[src/rtl/pipe_stall_ctrl_pkg.sv]
// pipe_stall_ctrl_pkg: stall vectors, multi-cycle type codes and FSM encodings for pipe_stall_ctrl.
package pipe_stall_ctrl_pkg;
    typedef logic [5:0] stall_t;
    localparam stall_t STALL_NONE = 6'b000000;
    localparam stall_t STALL_ID   = 6'b000111;
    localparam stall_t STALL_EX   = 6'b001111;
    localparam logic [1:0] MC_NONE = 2'b00;
    localparam logic [1:0] MC_MADD = 2'b01;
    localparam logic [1:0] MC_DIV  = 2'b10;
    localparam logic [1:0] MC_DIVU = 2'b11;
    localparam logic [0:0] ST_IDLE = 1'b0;
    localparam logic [0:0] ST_RUN  = 1'b1;
    function automatic stall_t id_stall(input logic req);
        return req ? STALL_ID : STALL_NONE;
    endfunction
endpackage

[src/rtl/pipe_stall_ctrl_if.sv]
// pipe_stall_ctrl_if: core-side request/response bundle of pipe_stall_ctrl.
// PIPE_STALL_PERF_EN adds the two stall-cycle performance counters.
interface pipe_stall_ctrl_if import pipe_stall_ctrl_pkg::*; #(parameter int CNT_W = 6);
    logic             stallreq_id_i;
    logic             ex_mc_start_i;
    logic [1:0]       ex_mc_type_i;
    logic             ex_mc_cancel_i;
    logic             flush_req_i;
    logic [31:0]      flush_pc_i;
    stall_t           stall_o;
    logic             flush_o;
    logic [31:0]      new_pc_o;
    logic             ex_mc_done_o;
    logic [CNT_W-1:0] ex_mc_cnt_o;
    logic             busy_o;
`ifdef PIPE_STALL_PERF_EN
    logic [31:0]      perf_id_stall_o;
    logic [31:0]      perf_mc_stall_o;
    modport slave (
        input  stallreq_id_i, ex_mc_start_i, ex_mc_type_i, ex_mc_cancel_i, flush_req_i, flush_pc_i,
        output stall_o, flush_o, new_pc_o, ex_mc_done_o, ex_mc_cnt_o, busy_o,
        output perf_id_stall_o, perf_mc_stall_o
    );
    modport master (
        output stallreq_id_i, ex_mc_start_i, ex_mc_type_i, ex_mc_cancel_i, flush_req_i, flush_pc_i,
        input  stall_o, flush_o, new_pc_o, ex_mc_done_o, ex_mc_cnt_o, busy_o,
        input  perf_id_stall_o, perf_mc_stall_o
    );
`else
    modport slave (
        input  stallreq_id_i, ex_mc_start_i, ex_mc_type_i, ex_mc_cancel_i, flush_req_i, flush_pc_i,
        output stall_o, flush_o, new_pc_o, ex_mc_done_o, ex_mc_cnt_o, busy_o
    );
    modport master (
        output stallreq_id_i, ex_mc_start_i, ex_mc_type_i, ex_mc_cancel_i, flush_req_i, flush_pc_i,
        input  stall_o, flush_o, new_pc_o, ex_mc_done_o, ex_mc_cnt_o, busy_o
    );
`endif
endinterface

[src/rtl/pipe_stall_ctrl_mc_cycle_counter.sv]
// mc_cycle_counter: loadable up-counter with terminal-count compare against a latched length N.
module mc_cycle_counter #(
    parameter int CNT_W = 6
) (
    input  logic             clk,
    input  logic             rst,
    input  logic             clr,
    input  logic             load,
    input  logic             en,
    input  logic [CNT_W-1:0] n_in,
    output logic [CNT_W-1:0] cnt,
    output logic             tc
);
    logic [CNT_W-1:0] n_lat;
    // load starts at 1: the start cycle itself is iteration 0
    always_ff @(posedge clk or posedge rst) begin
        if (rst) begin
            cnt   <= '0;
            n_lat <= '0;
        end else if (clr) begin
            cnt <= '0;
        end else if (load) begin
            cnt   <= CNT_W'(1);
            n_lat <= n_in;
        end else if (en) begin
            cnt <= cnt + CNT_W'(1);
        end
    end
    assign tc = cnt == n_lat - CNT_W'(1);
endmodule

[src/rtl/pipe_stall_ctrl.sv]
// pipe_stall_ctrl: merges load-use stalls, multi-cycle EX ops and flushes into one stall vector.
// PIPE_STALL_PERF_EN adds saturating ID/EX stall-cycle counters.
module pipe_stall_ctrl import pipe_stall_ctrl_pkg::*; #(
    parameter int MADD_CYCLES = 2,
    parameter int DIV_CYCLES  = 34,
    parameter int CNT_W       = 6
) (
    input logic               clk,
    input logic               rst,
    pipe_stall_ctrl_if.slave  bus
);
    logic [0:0]       state, state_nx;
    logic [CNT_W-1:0] cnt, n_sel;
    logic             is_run, start_ok, flush, tc, load, en, clr, release_op;
    stall_t           stall;
    assign is_run   = state == ST_RUN;
    assign flush    = bus.flush_req_i;
    assign start_ok = bus.ex_mc_start_i && bus.ex_mc_type_i != MC_NONE;
    assign n_sel    = bus.ex_mc_type_i == MC_MADD ? CNT_W'(MADD_CYCLES) : CNT_W'(DIV_CYCLES);
    always_comb begin
        release_op = is_run && (bus.ex_mc_cancel_i || tc);
        load       = !flush && !is_run && start_ok;
        en         = !flush && is_run && !release_op;
        clr        = flush || release_op;
        state_nx   = load || en ? ST_RUN : ST_IDLE;
        stall      = flush ? STALL_NONE : load || en ? STALL_EX : id_stall(bus.stallreq_id_i);
    end
    always_ff @(posedge clk or posedge rst) begin
        if (rst) state <= ST_IDLE;
        else state <= state_nx;
    end
    mc_cycle_counter #(.CNT_W(CNT_W)) u_cnt (
        .clk  (clk),
        .rst  (rst),
        .clr  (clr),
        .load (load),
        .en   (en),
        .n_in (n_sel),
        .cnt  (cnt),
        .tc   (tc)
    );
    always_comb begin
        bus.stall_o      = stall;
        bus.flush_o      = flush;
        bus.new_pc_o     = flush ? bus.flush_pc_i : 32'h0;
        bus.ex_mc_done_o = !flush && is_run && tc && !bus.ex_mc_cancel_i;
        bus.busy_o       = !flush && (is_run || start_ok);
        bus.ex_mc_cnt_o  = cnt;
    end
`ifdef PIPE_STALL_PERF_EN
    logic [31:0] perf_id, perf_mc;
    always_ff @(posedge clk or posedge rst) begin
        if (rst) begin
            perf_id <= '0;
            perf_mc <= '0;
        end else if (!flush) begin
            if (stall == STALL_ID && ~&perf_id) perf_id <= perf_id + 32'd1;
            if (stall == STALL_EX && ~&perf_mc) perf_mc <= perf_mc + 32'd1;
        end
    end
    assign bus.perf_id_stall_o = perf_id;
    assign bus.perf_mc_stall_o = perf_mc;
`endif
endmodule

[src/flat_wrapper.sv]
// flat-port wrapper written by rule: the top's interface ports become plain ports
module pipe_stall_ctrl_flat import pipe_stall_ctrl_pkg::*;
#(
    parameter int MADD_CYCLES = 2,
    parameter int DIV_CYCLES  = 34,
    parameter int CNT_W       = 6
)
  (clk, rst, bus_stallreq_id_i, bus_ex_mc_start_i, bus_ex_mc_type_i, bus_ex_mc_cancel_i, bus_flush_req_i, bus_flush_pc_i, bus_stall_o, bus_flush_o, bus_new_pc_o, bus_ex_mc_done_o, bus_ex_mc_cnt_o, bus_busy_o);
  pipe_stall_ctrl_if #(.CNT_W(CNT_W)) bus_i ();
  input logic clk;
  input logic rst;
  input wire logic [$bits(bus_i.stallreq_id_i)-1:0] bus_stallreq_id_i;
  input wire logic [$bits(bus_i.ex_mc_start_i)-1:0] bus_ex_mc_start_i;
  input wire logic [$bits(bus_i.ex_mc_type_i)-1:0] bus_ex_mc_type_i;
  input wire logic [$bits(bus_i.ex_mc_cancel_i)-1:0] bus_ex_mc_cancel_i;
  input wire logic [$bits(bus_i.flush_req_i)-1:0] bus_flush_req_i;
  input wire logic [$bits(bus_i.flush_pc_i)-1:0] bus_flush_pc_i;
  output wire logic [$bits(bus_i.stall_o)-1:0] bus_stall_o;
  output wire logic [$bits(bus_i.flush_o)-1:0] bus_flush_o;
  output wire logic [$bits(bus_i.new_pc_o)-1:0] bus_new_pc_o;
  output wire logic [$bits(bus_i.ex_mc_done_o)-1:0] bus_ex_mc_done_o;
  output wire logic [$bits(bus_i.ex_mc_cnt_o)-1:0] bus_ex_mc_cnt_o;
  output wire logic [$bits(bus_i.busy_o)-1:0] bus_busy_o;
  assign bus_i.stallreq_id_i = bus_stallreq_id_i;
  assign bus_i.ex_mc_start_i = bus_ex_mc_start_i;
  assign bus_i.ex_mc_type_i = bus_ex_mc_type_i;
  assign bus_i.ex_mc_cancel_i = bus_ex_mc_cancel_i;
  assign bus_i.flush_req_i = bus_flush_req_i;
  assign bus_i.flush_pc_i = bus_flush_pc_i;
  assign bus_stall_o = bus_i.stall_o;
  assign bus_flush_o = bus_i.flush_o;
  assign bus_new_pc_o = bus_i.new_pc_o;
  assign bus_ex_mc_done_o = bus_i.ex_mc_done_o;
  assign bus_ex_mc_cnt_o = bus_i.ex_mc_cnt_o;
  assign bus_busy_o = bus_i.busy_o;
  pipe_stall_ctrl #(.MADD_CYCLES(MADD_CYCLES), .DIV_CYCLES(DIV_CYCLES), .CNT_W(CNT_W)) u_core (.clk(clk), .rst(rst), .bus(bus_i));
endmodule
[config.mk]
export PLATFORM = sky130hd
export DESIGN_NAME = pipe_stall_ctrl_flat
export DESIGN_NICKNAME = d
export VERILOG_FILES = /design/src/rtl/pipe_stall_ctrl_pkg.sv /design/src/rtl/pipe_stall_ctrl_if.sv /design/src/rtl/pipe_stall_ctrl_mc_cycle_counter.sv /design/src/rtl/pipe_stall_ctrl.sv /design/src/flat_wrapper.sv
export SDC_FILE = /design/constraint.sdc
export NUM_CORES = 1
export LEC_CHECK = 0
export CORE_MARGIN = 2
export CORE_UTILIZATION = 32
export CTS_BUF_LIST = sky130_fd_sc_hd__clkbuf_4
export CTS_CLUSTER_SIZE = 30
export DETAILED_ROUTE_END_ITERATION = 7
export HOLD_SLACK_MARGIN = 0.06
export PLACE_DENSITY = 0.86
export SYNTH_ARGS = -nofsm -noshare
export SYNTH_HDL_FRONTEND = slang
export SYNTH_SLANG_ARGS = --single-unit
[constraint.sdc]
create_clock -name clk -period 4.2 [get_ports clk]
set_input_delay 0.84 -clock clk [delete_from_list [all_inputs] [get_ports clk]]
set_output_delay 0.84 -clock clk [all_outputs]
set_load 0.02 [all_outputs]
==> impl_metrics.env, run 1 <==
export IMPL_setup_viol_count_final=0
export IMPL_max_freq_mhz=264
export IMPL_ys_async_sr_fraction_pct=100
export IMPL_finClkSkew_ns=0.00199
export IMPL_wirelength_um=2920
export IMPL_die_h_um=54.8
export IMPL_yosysTopAreaCell="dfrtp_1"
export IMPL_top_level_ports=87
export IMPL_multi_input_area_um2=546
export IMPL_synth_cell_types=35
export IMPL_grt_overflow_total=0
export IMPL_hold_class="flop to flop"
export IMPL_placed_cells=206
export IMPL_synth_seq_cells=9
export IMPL_netlist_instances=99
export IMPL_status="complete, no violations"
export IMPL_rsz0062_at_grt="no"
export IMPL_relSlewSlack_pct=56.7
export IMPL_post_route_period_util_pct=90.0
export IMPL_grt_pass1_wl_um=4570
export IMPL_finalCoreUtilization_pct=69.0
export IMPL_synth_edf_count=0
export IMPL_worstMarginPinSlew_ns=0.645
export IMPL_arrival_ns=2.94
export IMPL_stdcell_count=210
export IMPL_place_area_mm2=0.00166
export IMPL_areaGrowthSynthToFinish_pct=105
export IMPL_yosysMostFrequentCell="and2_1"
export IMPL_seqCellArea_um2=225
export IMPL_cp_start_kind="input port"
export IMPL_cts_buffers=3
export IMPL_start_util_pct=33.7
export IMPL_grt_pass1_vias=1051
export IMPL_place_gp_congestion=0.820
export IMPL_cts_sinks=9
export IMPL_grt_use_total_pct=21.4
export IMPL_htree_levels=1
export IMPL_cts_max_path_buffers=2
export IMPL_root_buffer="clkbuf_4"
export IMPL_vias=997
export IMPL_cts_setup_buffers=0
export IMPL_syn_area_um2=827
export IMPL_power_density_mw_per_mm2=191
export IMPL_final_setup_tns_ns=0
export IMPL_grt_max_degree=34
export IMPL_p_total_uw=323
export IMPL_synth_seq_area_share_pct=27.2
export IMPL_core_area_mm2=0.00245
export IMPL_slew_viol_final=0
export IMPL_antenna_cells=0
export IMPL_drtPass1Iterations=4
export IMPL_wl_per_cell_um=13.9
export IMPL_clkLatencyLatePin_ns=0.26
export IMPL_drt_initial_drc_count=7
export IMPL_drv_cap=0
export IMPL_dieArea_mm2=0.00301
export IMPL_synth_yosys_warnings=0
export IMPL_postRouteAntennaNets=0
export IMPL_port_buffers=84
export IMPL_drive_above_1_share_pct=6.67
export IMPL_drc=0
export IMPL_clkTransAtPathRegs_ns=0.06
export IMPL_synth_area_leaders="dfrtp_1 27%, and2_1 24%, buf_4 4.5%"
export IMPL_end_kind="output pin"
export IMPL_yosysTopAreaCellShare_pct=27.2
export IMPL_dp_hpwl_um=2490
export IMPL_avgSynthCellArea_um2=8.35
export IMPL_crit_type="input port to output pin"
export IMPL_synthTopCellsByCount="32 x and2_1, 9 x dfrtp_1, 5 x buf_4"
export IMPL_viasPerCell=4.75
export IMPL_cts_resized=0
export IMPL_nFillCells=193
export IMPL_rows=18
export IMPL_finalHoldViolCount=0
export IMPL_nets=222
export IMPL_cp_max_fo=8
export IMPL_stdcell_area_mm2=0.00169
export IMPL_leakage_nw=0.681
export IMPL_ys_flop_type="dfrtp_1"
export IMPL_fp_dieW_um=54.8
export IMPL_cp_data_required_time_ns=3.36
export IMPL_cts_tree="built"
export IMPL_ir_drop_mv=0.116
export IMPL_layout_min_cycle_time_ns=3.78
export IMPL_antenna_found_initial=0
export IMPL_cts_hold_buf=0
-- layer usage --
metal / GRT usage, % / wire length, um / vias up
met4: 10.8 / 22 / 0
met3: 6.56 / 254 / 2
met1: 24.3 / 1160 / 450
li1: - / - / 494
met2: 35.7 / 1490 / 51
met5: 0 / 0 / -
-- power breakdown --
| part | leakage [nW] | total (mW) | internal [mW] | switching [mW] |
|---|---|---|---|---|
| logic | 0.546 | 0.154 | 0.0875 | 0.0663 |
| clock network | 0.0184 | 0.0735 | 0.0431 | 0.0304 |
| registers | 0.116 | 0.0956 | 0.0905 | 0.00509 |
| total | 0.681 | 0.323 | 0.221 | 0.102 |
-- metrics by stage --
step | setup slack (ns) | hold slack [ns]
2_1_floorplan | 1.39 | 0.487
3_3_place_gp | 0.463 | 0.505
3_5_place_dp | 0.416 | 0.525
4_1_cts | 0.411 | 0.542
5_1_grt | 0.320 | 0.568
6_report | 0.419 | 0.534
-- final timing paths --
check / slack, ns / cells past startpoint / startpoint / to
min in group asynchronous: 0.84 / 2 / rst / u_core.is_run$_DFF_PP0_
max: 0.42 / 5 / bus_flush_req_i / bus_stall_o[2]
min: 0.53 / 1 / u_core.u_cnt.n_lat[5]$_DFFE_PP0P_ / u_core.u_cnt.n_lat[5]$_DFFE_PP0P_
min reg2reg: 0.53 / 1 / u_core.u_cnt.n_lat[5]$_DFFE_PP0P_ / u_core.u_cnt.n_lat[5]$_DFFE_PP0P_
max reg2reg: 2.69 / 4 / u_core.u_cnt.cnt[5]$_DFFE_PP0P_ / u_core.u_cnt.cnt[5]$_DFFE_PP0P_
max in group asynchronous: 3.10 / 2 / rst / u_core.u_cnt.cnt[5]$_DFFE_PP0P_
-- cells in the final DEF (no fill, tap or decap), types with 2 or more instances in the layout --
master / instances
a21oi_1: 4
nand2_1: 4
clkdlybuf4s50_1: 84
a22o_1: 2
nor3_1: 4
o21a_1: 2
clkbuf_4: 4
or2_1: 2
dfrtp_1: 9
inv_1: 2
conb_1: 2
a221o_1: 2
nand3_1: 3
and2_1: 32
nor2_1: 3
-- cells by family (layout without fill, tap and decap cells) --
logic type               count (synthesis)  after routing  synth area share (%)
buffers and inverters                   11             91                  7.26
AO/OA/AOI/OAI                           17             17                  16.9
flip-flops                               9              9                  27.2
XOR/XNOR                                 2              2                  3.03
AND/OR/NAND/NOR                         58             58                  43.6
adder cells (fa/ha/maj)                  1              1                  1.51
other                                    1              2                 0.453
-- worst max-delay path, cell delays in order --
cell and delay, ns:
clkdlybuf4s50_1 0.53, or3b_1 0.47, a21oi_2 0.26, o31a_1 0.21, clkdlybuf4s50_1 0.63
-- sequential cells by signal, indices dropped and copies added, names as in the netlist --
signal	cells
u_core.is_run	1
u_core.u_cnt.cnt	6
u_core.u_cnt.n_lat	2
-- cell type report --
| type | count | share of cell area, % |
|---|---|---|
| timing repair buffer | 85 | 50.1 |
| tap | 30 | 2.22 |
| inverter | 2 | 0.443 |
| clock buffer | 4 | 1.77 |
| multi-input combinational | 80 | 32.2 |
| sequential | 9 | 13.3 |
Note: power is estimated with default switching activity, not from simulation.
==> inputs of run 2 (changes only) <==
--- a/config.mk
+++ b/config.mk
@@ -5,13 +5,14 @@
 export SDC_FILE = /design/constraint.sdc
 export NUM_CORES = 1
 export LEC_CHECK = 0
-export CORE_MARGIN = 2
-export CORE_UTILIZATION = 32
+export CORE_MARGIN = 5
+export CORE_UTILIZATION = 26
 export CTS_BUF_LIST = sky130_fd_sc_hd__clkbuf_4
+export CTS_CLUSTER_DIAMETER = 100
 export CTS_CLUSTER_SIZE = 30
 export DETAILED_ROUTE_END_ITERATION = 7
 export HOLD_SLACK_MARGIN = 0.06
-export PLACE_DENSITY = 0.86
+export PLACE_DENSITY = 0.74
 export SYNTH_ARGS = -nofsm -noshare
 export SYNTH_HDL_FRONTEND = slang
 export SYNTH_SLANG_ARGS = --single-unit
==> constraint.sdc (replaced) <==
create_clock -name clk -period 3.1 [get_ports clk]
set_input_delay 0.62 -clock clk [delete_from_list [all_inputs] [get_ports clk]]
set_output_delay 0.62 -clock clk [all_outputs]
set_load 0.02 [all_outputs]
==> impl_metrics.env, run 2 (same netlist as run 1, synthesis figures left out) <==
export IMPL_htree_levels=1
export IMPL_arrival_ns=2.25
export IMPL_crit_path_max_incr_delay_ns=0.64
export IMPL_layout_min_cycle_time_ns=2.87
export IMPL_power_density_mw_per_mm2=250
export IMPL_drv_cap=0
export IMPL_dp_hpwl_um=2970
export IMPL_fin_ws_ns=0.233
export IMPL_core_area_mm2=0.00305
export IMPL_antenna_found_initial=0
export IMPL_ir_drop_mv=0.105
export IMPL_dieArea_mm2=0.00441
export IMPL_cpMostUsedCell="clkdlybuf4s50_1"
export IMPL_die_h_um=66.4
export IMPL_grt_use_total_pct=16.1
export IMPL_slew_viol_final=0
export IMPL_drc=0
export IMPL_finalCoreUtilization_pct=57.6
export IMPL_antenna_cells=0
export IMPL_post_route_period_util_pct=92.5
export IMPL_crit_path_cell_trace="clkdlybuf4s50_1, buf_4, and2_1, clkdlybuf4s50_1"
export IMPL_start_util_pct=27.1
export IMPL_areaGrowthSynthToFinish_pct=113
export IMPL_cts_setup_buffers=0
export IMPL_switching_share_pct=31.6
export IMPL_fp_dieW_um=66.4
export IMPL_dp_slack_ns=-0.0216
export IMPL_seqCellArea_um2=225
export IMPL_root_buffer="clkbuf_4"
export IMPL_relSlewSlack_pct=55.5
export IMPL_end_kind="output pin"
export IMPL_cp_data_required_time_ns=2.48
export IMPL_grt_pass1_vias=1135
export IMPL_drive_above_1_share_pct=9.68
export IMPL_final_common_cell="clkdlybuf4s50_1"
export IMPL_grt_max_degree=37
export IMPL_max_freq_mhz=349
export IMPL_wirelength_um=3430
export IMPL_setup_viol_count_final=0
export IMPL_nets=228
export IMPL_nFillCells=282
export IMPL_whs_ns=0.546
export IMPL_finalHoldViolCount=0
export IMPL_clkTransAtPathRegs_ns=0.07
export IMPL_clkLatencyLatePin_ns=0.26
export IMPL_rows=20
export IMPL_leakage_nw=0.753
export IMPL_worstMarginPinSlew_ns=0.663
export IMPL_p_total_uw=440
export IMPL_multi_input_area_um2=546
export IMPL_grt_pass1_wl_um=5310
export IMPL_top_level_ports=87
export IMPL_rsz0062_at_grt="no"
export IMPL_power_switching_uw=139
export IMPL_viasPerCell=4.58
export IMPL_regMostFlops="u_core.u_cnt.cnt"
export IMPL_cp_max_fo=36
export IMPL_slowest_stage="clkdlybuf4s50_1"
export IMPL_postRouteAntennaNets=0
export IMPL_status="complete, no violations"
export IMPL_finClkSkew_ns=0.00833
export IMPL_port_buffers=84
export IMPL_hold_class="flop to flop"
export IMPL_cts_max_path_buffers=2
export IMPL_grt_overflow_total=0
export IMPL_drt_initial_drc_count=49
export IMPL_cts_buffers=3
export IMPL_p_int_uw=301
export IMPL_wl_per_cell_um=14.9
export IMPL_comb_power_share_pct=48.2
export IMPL_cts_tree="built"
export IMPL_crit_type="input port to output pin"
export IMPL_place_gp_congestion=0.859
export IMPL_drtPass1Iterations=4
export IMPL_cts_sinks=9
export IMPL_cp_start_kind="input port"
export IMPL_final_cell_mix="79 x clkdlybuf4s50_1, 32 x and2_1, 9 x dfrtp_1, 7 x buf_4"
export IMPL_pwr_share_clk_pct=22.4
export IMPL_vias=1053
export IMPL_cts_hold_buf=0
export IMPL_largest_reg_flops=6
export IMPL_seq_power_share_pct=29.4
-- run 2: power by group through the flow --
stage          Combinational [mW]  Sequential, mW  Clock, mW
2_1_floorplan              0.0969           0.131          0
3_3_place_gp                0.215           0.131          0
3_5_place_dp                0.216           0.131          0
4_1_cts                     0.214           0.129      0.101
5_1_grt                     0.226           0.130      0.111
6_report                    0.212           0.129     0.0987
-- run 2: worst paths after layout --
path                                              startpoint                                end  slack [ns]  depth (start not counted)
max                                          bus_flush_req_i                    bus_new_pc_o[3]        0.23                          4
min                        u_core.u_cnt.n_lat[5]$_DFFE_PP0P_  u_core.u_cnt.n_lat[5]$_DFFE_PP0P_        0.55                          1
max reg2reg                  u_core.u_cnt.cnt[5]$_DFFE_PP0P_    u_core.u_cnt.cnt[5]$_DFFE_PP0P_        1.50                          5
min reg2reg                u_core.u_cnt.n_lat[5]$_DFFE_PP0P_  u_core.u_cnt.n_lat[5]$_DFFE_PP0P_        0.55                          1
max in group asynchronous                                rst    u_core.u_cnt.cnt[0]$_DFFE_PP0P_        2.20                          2
min in group asynchronous                                rst    u_core.u_cnt.cnt[5]$_DFFE_PP0P_        0.63                          2
-- run 2: metrics by stage --
step | TNS, ns | std cells | cell area [um2]
detailed placement | -0.0525 | 226 | 1730
global route | 0 | 230 | 1760
finish | 0 | 230 | 1760
CTS | 0 | 230 | 1750
floorplan | 0 | 100 | 831
global placement | 0 | 226 | 1730
-- run 2: area by class of cell --
type	count	area share [%]
Timing Repair Buffer	91	50.9
Multi-Input combinational cell	80	31.0
Sequential cell	9	12.8
Tap cell	44	3.13
Clock buffer	4	1.71
Inverter	2	0.427
-- run 2: repair_timing --
| action | CTS | global route |
|---|---|---|
| gates resized for setup | 3 | 2 |
| pin swaps | 0 | 0 |
| setup endpoints to repair | 3 | 2 |
-- run 2: critical path, delay by kind of cell --
kind | cells | cell delay (ns)
AND/OR/NAND/NOR | 1 | 0.18
buffers and inverters | 3 | 1.44
-- run 2: per-layer routing --
layer / track usage, % / vias up / part of all wire [%]
met5: 0 / - / 0
met4: 6.85 / 0 / 1.4
met3: 10.2 / 6 / 17
met2: 25.2 / 69 / 45
met1: 17.1 / 475 / 36
li1: - / 503 / -
